File: src/rtl/mem_access_unit.sv
// MEM-stage access unit: single-outstanding req/ack data port, store lane alignment, load extension.
// Optional REQ timeout abort is compiled in when MEM_TIMEOUT_EN is defined.
module mem_access_unit #(
  parameter int TIMEOUT_CYCLES = 255
) (
  input  logic        clk,
  input  logic        reset,
  input  logic [1:0]  memOp,
  input  logic [1:0]  memSize,
  input  logic        loadUnsigned,
  input  logic [31:0] alu,
  input  logic [31:0] storeData,
  input  logic        aluToReg,
  input  logic [4:0]  rd,
  output logic        memReq,
  output logic        memWe,
  output logic [31:0] memAddr,
  output logic [31:0] memWdata,
  output logic [3:0]  memBe,
  input  logic        memAck,
  input  logic [31:0] memRdata,
  output logic        stall,
  output logic [31:0] wbData,
  output logic        wbRegWrite,
  output logic [4:0]  wbRd,
  output logic        misaligned,
  output logic        busError
);

  typedef enum logic {IDLE, REQ} state_t;

  localparam logic [1:0] OP_LOAD  = 2'b01;
  localparam logic [1:0] OP_STORE = 2'b10;
  localparam logic [1:0] SZ_BYTE  = 2'b00;
  localparam logic [1:0] SZ_HALF  = 2'b01;
  localparam logic [1:0] SZ_WORD  = 2'b10;

  state_t      state, state_next;
  logic [1:0]  size_eff;
  logic        is_load, is_mem, bad_align, start, fault, timeout_hit;
  logic [3:0]  be_next;
  logic [31:0] wdata_next;

  // Captured at request so lane selection does not depend on upstream holding alu.
  logic [1:0]  req_lo;
  logic [1:0]  req_size;
  logic        req_unsigned;
  logic [4:0]  req_rd;

  logic [7:0]  byte_lane;
  logic [15:0] half_lane;
  logic [31:0] load_ext;

  // NOTE: every always_comb output gets a default first so no path can infer a latch.
  always_comb begin
    state_next = state;
    stall      = 1'b0;
    size_eff   = (memSize == 2'b11) ? SZ_WORD : memSize;
    is_load    = (memOp == OP_LOAD);
    is_mem     = (memOp == OP_LOAD) || (memOp == OP_STORE);
    bad_align  = 1'b0;
    be_next    = 4'b1111;
    wdata_next = storeData;
    case (size_eff)
      SZ_BYTE: begin
        be_next    = 4'b0001 << alu[1:0];
        wdata_next = {4{storeData[7:0]}};
      end
      SZ_HALF: begin
        bad_align  = alu[0];
        be_next    = 4'b0011 << {alu[1], 1'b0};
        wdata_next = {2{storeData[15:0]}};
      end
      default: bad_align = (alu[1:0] != 2'b00);
    endcase
    start = (state == IDLE) && is_mem && !bad_align;
    fault = (state == IDLE) && is_mem && bad_align;

    case (state)
      IDLE: begin
        if (start) begin
          stall      = 1'b1;
          state_next = REQ;
        end
      end
      REQ: begin
        stall = !memAck && !timeout_hit;
        if (memAck || timeout_hit) state_next = IDLE;
      end
      default: state_next = IDLE;
    endcase
  end

  always_comb begin
    byte_lane = memRdata[{req_lo, 3'b000} +: 8];
    half_lane = memRdata[{req_lo[1], 4'b0000} +: 16];
    case (req_size)
      SZ_BYTE: load_ext = {{24{!req_unsigned && byte_lane[7]}}, byte_lane};
      SZ_HALF: load_ext = {{16{!req_unsigned && half_lane[15]}}, half_lane};
      default: load_ext = memRdata;
    endcase
  end

  // NOTE: sequential state uses non-blocking assignments only, so every register samples pre-edge values.
  always_ff @(posedge clk or negedge reset) begin
    if (!reset) begin
      state        <= IDLE;
      memReq       <= 1'b0;
      memWe        <= 1'b0;
      memAddr      <= '0;
      memWdata     <= '0;
      memBe        <= '0;
      wbData       <= '0;
      wbRegWrite   <= 1'b0;
      wbRd         <= '0;
      misaligned   <= 1'b0;
      req_lo       <= '0;
      req_size     <= '0;
      req_unsigned <= 1'b0;
      req_rd       <= '0;
    end else begin
      state      <= state_next;
      misaligned <= 1'b0;
      case (state)
        IDLE: begin
          if (start) begin
            memReq       <= 1'b1;
            memWe        <= !is_load;
            memAddr      <= {alu[31:2], 2'b00};
            memBe        <= is_load ? 4'b0000 : be_next;
            memWdata     <= is_load ? 32'h0 : wdata_next;
            req_lo       <= alu[1:0];
            req_size     <= size_eff;
            req_unsigned <= loadUnsigned;
            req_rd       <= rd;
            wbRegWrite   <= 1'b0;
          end else if (fault) begin
            misaligned <= 1'b1;
            wbRegWrite <= 1'b0;
            wbRd       <= rd;
            wbData     <= alu;
          end else begin
            wbData     <= alu;
            wbRegWrite <= aluToReg;
            wbRd       <= rd;
          end
        end
        REQ: begin
          if (memAck) begin
            memReq <= 1'b0;
            if (!memWe) begin
              wbData     <= load_ext;
              wbRegWrite <= (req_rd != 5'd0);
              wbRd       <= req_rd;
            end else begin
              wbRegWrite <= 1'b0;
            end
          end else if (timeout_hit) begin
            memReq     <= 1'b0;
            wbRegWrite <= 1'b0;
          end
        end
        default: ;
      endcase
    end
  end

`ifdef MEM_TIMEOUT_EN
  localparam int CNT_W = ($clog2(TIMEOUT_CYCLES + 1) > 8) ? $clog2(TIMEOUT_CYCLES + 1) : 8;
  logic [CNT_W-1:0] wait_cnt;

  // Fires on the TIMEOUT_CYCLES-th unacknowledged REQ cycle; an ack in that cycle wins.
  assign timeout_hit = (state == REQ) && !memAck &&
                       (wait_cnt == CNT_W'(TIMEOUT_CYCLES - 1));

  always_ff @(posedge clk or negedge reset) begin
    if (!reset) begin
      wait_cnt <= '0;
      busError <= 1'b0;
    end else begin
      busError <= timeout_hit;
      if (start) wait_cnt <= '0;
      else if ((state == REQ) && !memAck) wait_cnt <= wait_cnt + 1'b1;
    end
  end
`else
  assign timeout_hit = 1'b0;
  assign busError    = 1'b0;
`endif

endmodule

File: config.mk
export PLATFORM = sky130hd
export DESIGN_NAME = mem_access_unit
export DESIGN_NICKNAME = d
export VERILOG_FILES = /design/src/rtl/mem_access_unit.sv
export SDC_FILE = /design/constraint.sdc
export NUM_CORES = 1
export LEC_CHECK = 0
export BUFFER_PORTS_ARGS = -buffer_cell sky130_fd_sc_hd__buf_2
export CORE_MARGIN = 8
export CORE_UTILIZATION = 51
export CTS_BUF_LIST = sky130_fd_sc_hd__clkbuf_8
export DETAILED_ROUTE_END_ITERATION = 8
export PLACE_DENSITY = 0.85
export SKIP_CTS_REPAIR_TIMING = 1
export SYNTH_ARGS = -nofsm -noshare
export SYNTH_HDL_FRONTEND = slang
export SYNTH_SLANG_ARGS = --single-unit
File: constraint.sdc
create_clock -name clk -period 2.1 [get_ports clk]
set_input_delay 0.315 -clock clk [delete_from_list [all_inputs] [get_ports clk]]
set_output_delay 0.315 -clock clk [all_outputs]
set_load 0.01 [all_outputs]
==> flow_summary.toml, run 1 <==
[power_and_ir_drop]
p_per_area_nw_per_um2 = 1110
total_power_mw = 8.48
ir_worst_vdd_mv = 0.663
p_leak_nw = 3.87

[worst_hold_path]
hold_path.class = "input port to flop"

[timing]
setup_slack_ns = 0.200
setup_tns_ns = 0
hold_viol = 0
finalSetupViolCount = 0
min_period_ns = 1.90
tightest_slew_ns = 0.554
rsz0062_at_grt = "no"
period_share_pct = 90.5
drv_slew = 0
max_freq_ghz = 0.526
skew_ns = 0.00950
slew_headroom_pct = 63.1

[worst_setup_path]
cp_common_cell = "buf_2"
arrival_ns = 1.58
cp_cell_sequence = "buf_2 > ha_1 > buf_4 > a211oi_4 > nand2_4 > o21ai_0 > buf_2"
cp.required_ns = 1.78
end_kind = "output port"
worst-setup-path-type = "input port to output port"
cp_slowest_cell = "ha_1"
cp_max_fo = 4
max_stage_delay_ns = 0.31
start_kind = "input port"

[final_layout]
register_area_um2 = 2950
diodes = 0
final_cell_mix = "nand2_1 (224), buf_2 (216), dfrtp_1 (117)"
fillers = 919
multi_input_area_um2 = 2750
final_common_cell = "nand2_1"
areaGrowthSynthToFinish_pct = 28.1
final_util_pct = 66.8
layout.nets = 972
drive_gt1_share_pct = 36.1

[floorplan]
initial_core_util_pct = 52.1
die_h_um = 124
die_x_um = 124
coreArea_um2 = 11400
std_cell_rows = 39
ios = 221
dieArea_um2 = 15400

[drt]
top_layer = "met4"
post_drt_wl_per_cell_um = 19.0
dr.first_iter.drc_count = 543
route.met3.wl_um = 2090
route.met2.wl_um = 8940
dr.pass1.iters = 5
route.detailed.drc = 0
wirelength_um = 19300
vias = 5716
wirelength_met1_um = 7620
ant_nets = 0
vias_per_cell = 5.63

[run]
cap_violations = 0

[logic_synthesis]
synth_flop_cell = "dfrtp_1"
syn_area_per_cell_um2 = 9.18
ys_warn_count = 0
synth_edf_count = 0
synth_async_sr_flop_share_pct = 100
synth_seq_cells = 118
seq_area_frac_synth_pct = 49.6
synth_cells = 648
syn_area_um2 = 5950
ys_types = 48

[cts]
clk_pin_slew_ns = 0.07
htree_num_levels = 4
root_buffer = "clkbuf_8"
cts_tree = "yes"
clk_path_buf_depth = 2
numCtsBuffers = 17
cts.sinks = 118
clock_latency_ns = 0.42

[place]
dp_worst_setup_slack_ns = 0.114
dp.final_hpwl_um = 14400
io_buffers = 217
gp_congestion = 0.893

[global_routing]
grt_pass1_vias = 5849
grt_pass1_wl_um = 30200
grt_max_degree = 63
grt.overflow.total = 0
antenna_found_initial = 0
grt_util_all_layers_pct = 25.2

[run_status]
status = "finished clean"
## cells by family (layout without fill, tap and decap cells)
group,after synthesis,after routing,share of synthesized area (%)
other,1,3,0.0630
flip-flops,118,118,49.6
multiplexers,53,53,9.42
buffers and inverters,54,277,4.35
AO/OA/AOI/OAI,124,124,14.8
AND/OR/NAND/NOR,297,297,21.6
adder cells (fa/ha/maj),1,1,0.210
## area by class of cell
type / instances / share of cell area, %
Multi-Input combinational cell: 478 / 36.1
Inverter: 5 / 0.246
Tap cell: 143 / 2.35
Clock inverter: 12 / 1.48
Sequential cell: 118 / 38.8
Timing Repair Buffer: 241 / 17.7
Clock buffer: 19 / 3.43
## report_power, final
| group | switching (mW) | total (mW) | internal, mW |
|---|---|---|---|
| clock | 0.899 | 1.99 | 1.09 |
| sequential | 0.443 | 3.42 | 2.98 |
| combinational | 1.79 | 3.07 | 1.28 |
## flip-flops by register name, summed over array words and instances (netlist names)
| register | count |
|---|---|
| req_lo | 2 |
| req_unsigned | 1 |
| state | 1 |
| wbRd | 5 |
| misaligned | 1 |
| memReq | 1 |
| wbData | 32 |
| memWe | 1 |
| req_size | 2 |
| memWdata | 32 |
| wbRegWrite | 1 |
| memAddr | 30 |
| memBe | 4 |
| req_rd | 5 |
## per-layer routing
layer  global-route usage (%)  up-vias
met5                        0        -
met4                     11.4        0
met3                     7.16       45
met2                     40.0      309
met1                     31.5     2728
li1                         -     2634
## final timing paths
path / start / endpoint / slack [ns] / cells after the start
max: memOp[0] / stall / 0.20 / 7
min: alu[17] / memAddr[17]$_DFFE_PN0P_ / 0.10 / 3
min in group asynchronous: reset / memAddr[10]$_DFFE_PN0P_ / 0.41 / 2
max in group asynchronous: reset / memAddr[29]$_DFFE_PN0P_ / 1.11 / 3
min reg2reg: memAddr[18]$_DFFE_PN0P_ / memAddr[18]$_DFFE_PN0P_ / 0.47 / 2
max reg2reg: req_lo[1]$_DFFE_PN0P_ / wbData[4]$_DFFE_PN0P_ / 0.26 / 5
## synthesized netlist by cell type (3+ instances only)
cell type | instances | area, um^2
a211oi_2 | 10 | 125
o21ai_0 | 43 | 215
mux2i_1 | 31 | 310
mux2_2 | 21 | 236
buf_1 | 3 | 11.3
buf_2 | 21 | 105
o22ai_1 | 7 | 43.8
inv_1 | 4 | 15.0
o31ai_1 | 19 | 143
dfrtp_1 | 118 | 2950
buf_4 | 4 | 30.0
nor3_1 | 18 | 90.1
nand2b_1 | 5 | 31.3
a21oi_1 | 13 | 65.1
a221oi_1 | 7 | 61.3
nand2_1 | 224 | 841
nand3b_1 | 9 | 67.6
clkbuf_1 | 19 | 71.3
nor2b_1 | 3 | 18.8
a211oi_1 | 7 | 52.6
nor2_1 | 24 | 90.1
a22oi_1 | 8 | 60.1
## metrics by stage
stage,cell area (um^2),hold slack [ns],instances
CTS,7610,-0.142,1015
global route,7620,0.0812,1016
floorplan,5960,0.0194,650
finish,7620,0.101,1016
detailed placement,7240,0.313,984
global placement,7240,0.314,984
## critical path, delay by kind of cell
family                   cells  cell delay [ns]
buffers and inverters        3             0.44
adder cells (fa/ha/maj)      1             0.31
AND/OR/NAND/NOR              1             0.10
AO/OA/AOI/OAI                2             0.42
Power figures use the tool's default switching activity.
==> inputs of run 2 (changes only) <==
--- a/config.mk
+++ b/config.mk
@@ -7,10 +7,11 @@
 export LEC_CHECK = 0
 export BUFFER_PORTS_ARGS = -buffer_cell sky130_fd_sc_hd__buf_2
 export CORE_MARGIN = 8
-export CORE_UTILIZATION = 51
-export CTS_BUF_LIST = sky130_fd_sc_hd__clkbuf_8
+export CORE_UTILIZATION = 50
+export CTS_BUF_LIST = sky130_fd_sc_hd__clkbuf_16
 export DETAILED_ROUTE_END_ITERATION = 8
-export PLACE_DENSITY = 0.85
+export MAX_ROUTING_LAYER = met4
+export PLACE_DENSITY = 0.84
 export SKIP_CTS_REPAIR_TIMING = 1
 export SYNTH_ARGS = -nofsm -noshare
 export SYNTH_HDL_FRONTEND = slang
==> flow_summary.toml, run 2 (synthesis gave the netlist of run 1 again) <==
[cts]
clk_path_buf_depth = 2
root_buffer = "clkbuf_16"
numCtsBuffers = 17
cts_tree = "yes"
clock_latency_ns = 0.40
clk_pin_slew_ns = 0.05
htree_num_levels = 4
cts.sinks = 118

[place]
dp.final_hpwl_um = 14300
gp_congestion = 0.901
placed_area_um2 = 7260
io_buffers = 217

[worst_setup_path]
crit_buf_inv = 1
rrSetupSlack_ns = 0.22
cp_slowest_cell = "dfrtp_1"
worst-setup-path-type = "flop to flop"
cp_max_fo = 16
cp.required_ns = 2.37
start_kind = "flop"
cp_cell_sequence = "buf_4 > mux2_2 > mux2_2 > a21oi_1 > o21ai_0"
reg2reg_depth = 5
cp_common_cell = "mux2_2"
max_stage_delay_ns = 0.44
r2r_end = "wbData[5]$_DFFE_PN0P_"
end_kind = "flop"
r2r-start = "req_lo[1]$_DFFE_PN0P_"
path_delay_family = "multiplexers"
arrival_ns = 2.15

[power_and_ir_drop]
switching_share_pct = 34.7
p_leak_nw = 3.95
total_power_mw = 9.32
pwr-share-comb_pct = 33.1
clkPwrFrac_pct = 30.3
ir_worst_vdd_mv = 0.582
seqPwrFrac_pct = 36.6
p_per_area_nw_per_um2 = 1190
cellInternalPower_mw = 6.09
p_sw_mw = 3.23

[floorplan]
die_h_um = 125
die_x_um = 125
ios = 221
coreArea_um2 = 11800
dieArea_um2 = 15600
initial_core_util_pct = 50.4
std_cell_rows = 40

[final_layout]
final_common_cell = "nand2_1"
reg_top3 = "memWdata (32), wbData (32), memAddr (30)"
final_cell_mix = "nand2_1 (224), buf_2 (216), dfrtp_1 (117)"
fillers = 974
areaGrowthSynthToFinish_pct = 31.7
final_util_pct = 66.3
layout.nets = 972
design_area_um2 = 7840
drive_gt1_share_pct = 35.6

[timing]
tightest_slew_ns = 0.564
min_period_ns = 1.88
finalSetupViolCount = 0
hold_viol = 0
slew_headroom_pct = 62.4
drv_slew = 0
setup_tns_ns = 0
period_share_pct = 89.4
max_freq_ghz = 0.532
rsz0062_at_grt = "no"
skew_ns = 0.0104

[run_status]
status = "finished clean"

[drt]
route.detailed.drc = 0
dr.first_iter.drc_count = 567
vias = 5663
wirelength_um = 19200
vias_per_cell = 5.55
dr.pass1.iters = 5
ant_nets = 0
post_drt_wl_per_cell_um = 18.8

[global_routing]
grt.overflow.total = 0
antenna_found_initial = 0
grt_pass1_wl_um = 30900
grt_pass1_vias = 5747
grt_max_degree = 64
grt_util_all_layers_pct = 25.6

[worst_hold_path]
hold_path.startpoint = "alu[22]"
hold_path_end = "memAddr[22]$_DFFE_PN0P_"
hold_path.class = "input port to flop"
holdPathStages = 3

[run]
cap_violations = 0
-- run 2: changes by cell type in the layout (fill, tap and decap cells not counted), sizes merged --
cell	change
inv	-1
diode	+1
clkbuf	-2
clkinv	+2
bufinv	+1
-- run 2: worst max-delay path by stage --
stage,start,end,slack (ns),cells after the start
after floorplan,memOp[1],stall,0.29,6
after global placement,memOp[0],wbData[14]$_DFFE_PN0P_,0.14,7
after detailed placement,memOp[0],wbData[18]$_DFFE_PN0P_,0.07,7
after CTS,state$_DFF_PN0_,stall,0.20,4
after global routing,state$_DFF_PN0_,stall,0.13,4
final,req_lo[1]$_DFFE_PN0P_,wbData[5]$_DFFE_PN0P_,0.22,5
-- run 2: per-layer routing --
metal  global-route usage (%)  vias to the layer above  part of all wire (%)
met5                        -                        -                     0
met4                     9.74                        0                   2.6
met3                     7.48                       37                   8.4
met2                     38.8                      307                    47
met1                     31.8                     2676                    42
li1                         -                     2643                     -
-- run 2: power by group through the flow --
stage	clock network [mW]	registers [mW]	logic, mW
2_1_floorplan	0	3.70	1.45
5_1_grt	2.97	3.50	3.39
4_1_cts	2.86	3.41	3.11
3_3_place_gp	0	3.40	3.03
6_report	2.83	3.41	3.08
3_5_place_dp	0	3.43	3.10
-- run 2: through the flow --
step / std cells / hold WS (ns) / setup WS [ns]
CTS: 1019 / -0.246 / 0.204
global placement: 988 / 0.184 / 0.139
global route: 1020 / 0.107 / 0.131
detailed placement: 988 / 0.187 / 0.0665
floorplan: 650 / 0.0194 / 0.293
finish: 1021 / 0.119 / 0.222
-- run 2: final cells by class --
class / count / area [um^2] / area share [%]
clock inverters: 14 / 143 / 1.82
flip-flops and latches: 118 / 2950 / 37.7
inverters: 5 / 18.8 / 0.240
repair buffers: 241 / 1360 / 17.3
clock buffers: 17 / 425 / 5.43
multi-input cells: 478 / 2750 / 35.1
well taps: 147 / 184 / 2.35
diodes: 1 / 2.50 / 0.0319
-- run 2: worst min-delay path: cells and delay by family --
kind,cells,cell delay (ns)
buf+inv,1,0.09
simple gates,2,0.09
==> inputs of run 3 (changes only) <==
--- a/config.mk
+++ b/config.mk
@@ -6,12 +6,14 @@
 export NUM_CORES = 1
 export LEC_CHECK = 0
 export BUFFER_PORTS_ARGS = -buffer_cell sky130_fd_sc_hd__buf_2
+export CELL_PAD_IN_SITES_DETAIL_PLACEMENT = 0
+export CELL_PAD_IN_SITES_GLOBAL_PLACEMENT = 1
 export CORE_MARGIN = 8
-export CORE_UTILIZATION = 50
+export CORE_UTILIZATION = 36
 export CTS_BUF_LIST = sky130_fd_sc_hd__clkbuf_16
 export DETAILED_ROUTE_END_ITERATION = 8
 export MAX_ROUTING_LAYER = met4
-export PLACE_DENSITY = 0.84
+export PLACE_DENSITY = 0.83
 export SKIP_CTS_REPAIR_TIMING = 1
 export SYNTH_ARGS = -nofsm -noshare
 export SYNTH_HDL_FRONTEND = slang
==> flow_summary.toml, run 3 (synthesis gave the netlist of run 1 again) <==
[floorplan]
die_x_um = 145
die_h_um = 145
std_cell_rows = 47
initial_core_util_pct = 36.4
dieArea_um2 = 20900
coreArea_um2 = 16300
ios = 221

[global_routing]
grt_util_all_layers_pct = 20.0
met2_usage_pct = 29.9
antenna_found_initial = 2
grt_max_degree = 75
grt.overflow.total = 0
top_usage_layer = "met2"
grt_pass1_vias = 5538
grt_pass1_wl_um = 30800
grtUsageMet3_pct = 6.04
gr-usage-met1_pct = 25.2

[worst_setup_path]
arrival_ns = 1.61
r2r_end = "wbData[3]$_DFFE_PN0P_"
reg2reg_depth = 4
critical_path_depth = 7
path_delay_family = "buffers and inverters"
crit_buf_inv = 3
cp_common_cell = "buf_2"
worst-setup-path-type = "input port to output port"
crit_end = "stall"
cp_cell_sequence = "buf_2 > ha_1 > a211oi_4 > buf_4 > nand2_4 > o21ai_0 > buf_2"
rrSetupSlack_ns = 0.18
cp_max_fo = 5
r2r-start = "memWe$_DFFE_PN0P_"
startpoint = "memOp[0]"
max_stage_delay_ns = 0.39
end_kind = "output port"
cp.required_ns = 1.78
cp_slowest_cell = "ha_1"
start_kind = "input port"

[timing]
rsz0062_at_grt = "no"
max_freq_ghz = 0.519
slew_headroom_pct = 33.5
hold_viol = 0
tightest_slew_ns = 0.997
finalSetupViolCount = 0
period_share_pct = 91.8
whs_ns = 0.0975
skew_ns = 0.0107
min_period_ns = 1.93
drv_slew = 0

[cts]
clock_latency_ns = 0.42
numCtsBuffers = 17
cts_tree = "yes"
clk_path_buf_depth = 2
htree_num_levels = 4
clk_pin_slew_ns = 0.06
cts.sinks = 118
root_buffer = "clkbuf_16"

[place]
gp_congestion = 0.821
io_buffers = 217
dp.final_hpwl_um = 15400
placed_area_um2 = 7390

[drt]
ant_nets = 0
vias = 5564
route.detailed.drc = 0
vias_per_cell = 5.04
dr.first_iter.drc_count = 335
post_drt_wl_per_cell_um = 18.4
dr.pass1.iters = 4
wirelength_um = 20300

[final_layout]
final_common_cell = "nand2_1"
layout.nets = 979
final_util_pct = 49.1
final_cell_mix = "nand2_1 (224), buf_2 (216), dfrtp_1 (117)"
areaGrowthSynthToFinish_pct = 35.0
reg_top3 = "memWdata (32), wbData (32), memAddr (30)"
drive_gt1_share_pct = 36.8
design_area_um2 = 8030

[power_and_ir_drop]
total_power_mw = 9.60
p_per_area_nw_per_um2 = 1200
ir_worst_vdd_mv = 0.595
p_leak_nw = 4.00

[run_status]
status = "finished clean"

[worst_hold_path]
hold_path.class = "input port to flop"

[run]
cap_violations = 0
## run 3: layer usage
metal	up-vias	wire length [um]	part of all wire, %
met5	-	0	0
met3	30	1990	9.8
li1	2676	-	-
met2	244	9040	44
met1	2614	8900	44
met4	0	399	2.0
## run 3: worst min-delay path by stage
stage | startpoint | endpoint | slack [ns] | cells after the start
floorplan | reset | memAddr[10]$_DFFE_PN0P_ | 0.02 | 0
global placement | reset | wbData[6]$_DFFE_PN0P_ | 0.33 | 1
detailed placement | reset | wbData[6]$_DFFE_PN0P_ | 0.33 | 1
CTS | reset | wbData[6]$_DFFE_PN0P_ | -0.11 | 1
global route | loadUnsigned | req_unsigned$_DFFE_PN0P_ | 0.09 | 3
finish | rd[0] | req_rd[0]$_DFFE_PN0P_ | 0.1 | 3
## run 3: area by class of cell
cell class                      instances  area, um^2
Tap cell                              220         275
Timing Repair Buffer                  248        1400
Inverter                                5        18.8
Sequential cell                       118        2950
Clock inverter                         15         200
Fill cell                            1607        8320
Multi-Input combinational cell        478        2750
Antenna cell                            3        7.51
Clock buffer                           17         425
## run 3: worst min-delay path, delay by kind of cell
family,cells,cell delay [ns]
buffers and inverters,1,0.08
and+or+nand+nor,2,0.08
## run 3: report_power, final
group          switching [mW]  internal [mW]  total [mW]
clock                    1.10           1.99        3.09
combinational            1.79           1.30        3.10
sequential              0.431           2.98        3.41
## run 3: through the flow
step                instances  setup WS (ns)  TNS (ns)
finish                   1104          0.171         0
global route             1103        0.00579         0
CTS                      1100         0.0923         0
detailed placement       1068         -0.149     -2.05
global placement         1068        -0.0934     -1.08
floorplan                 650          0.293         0
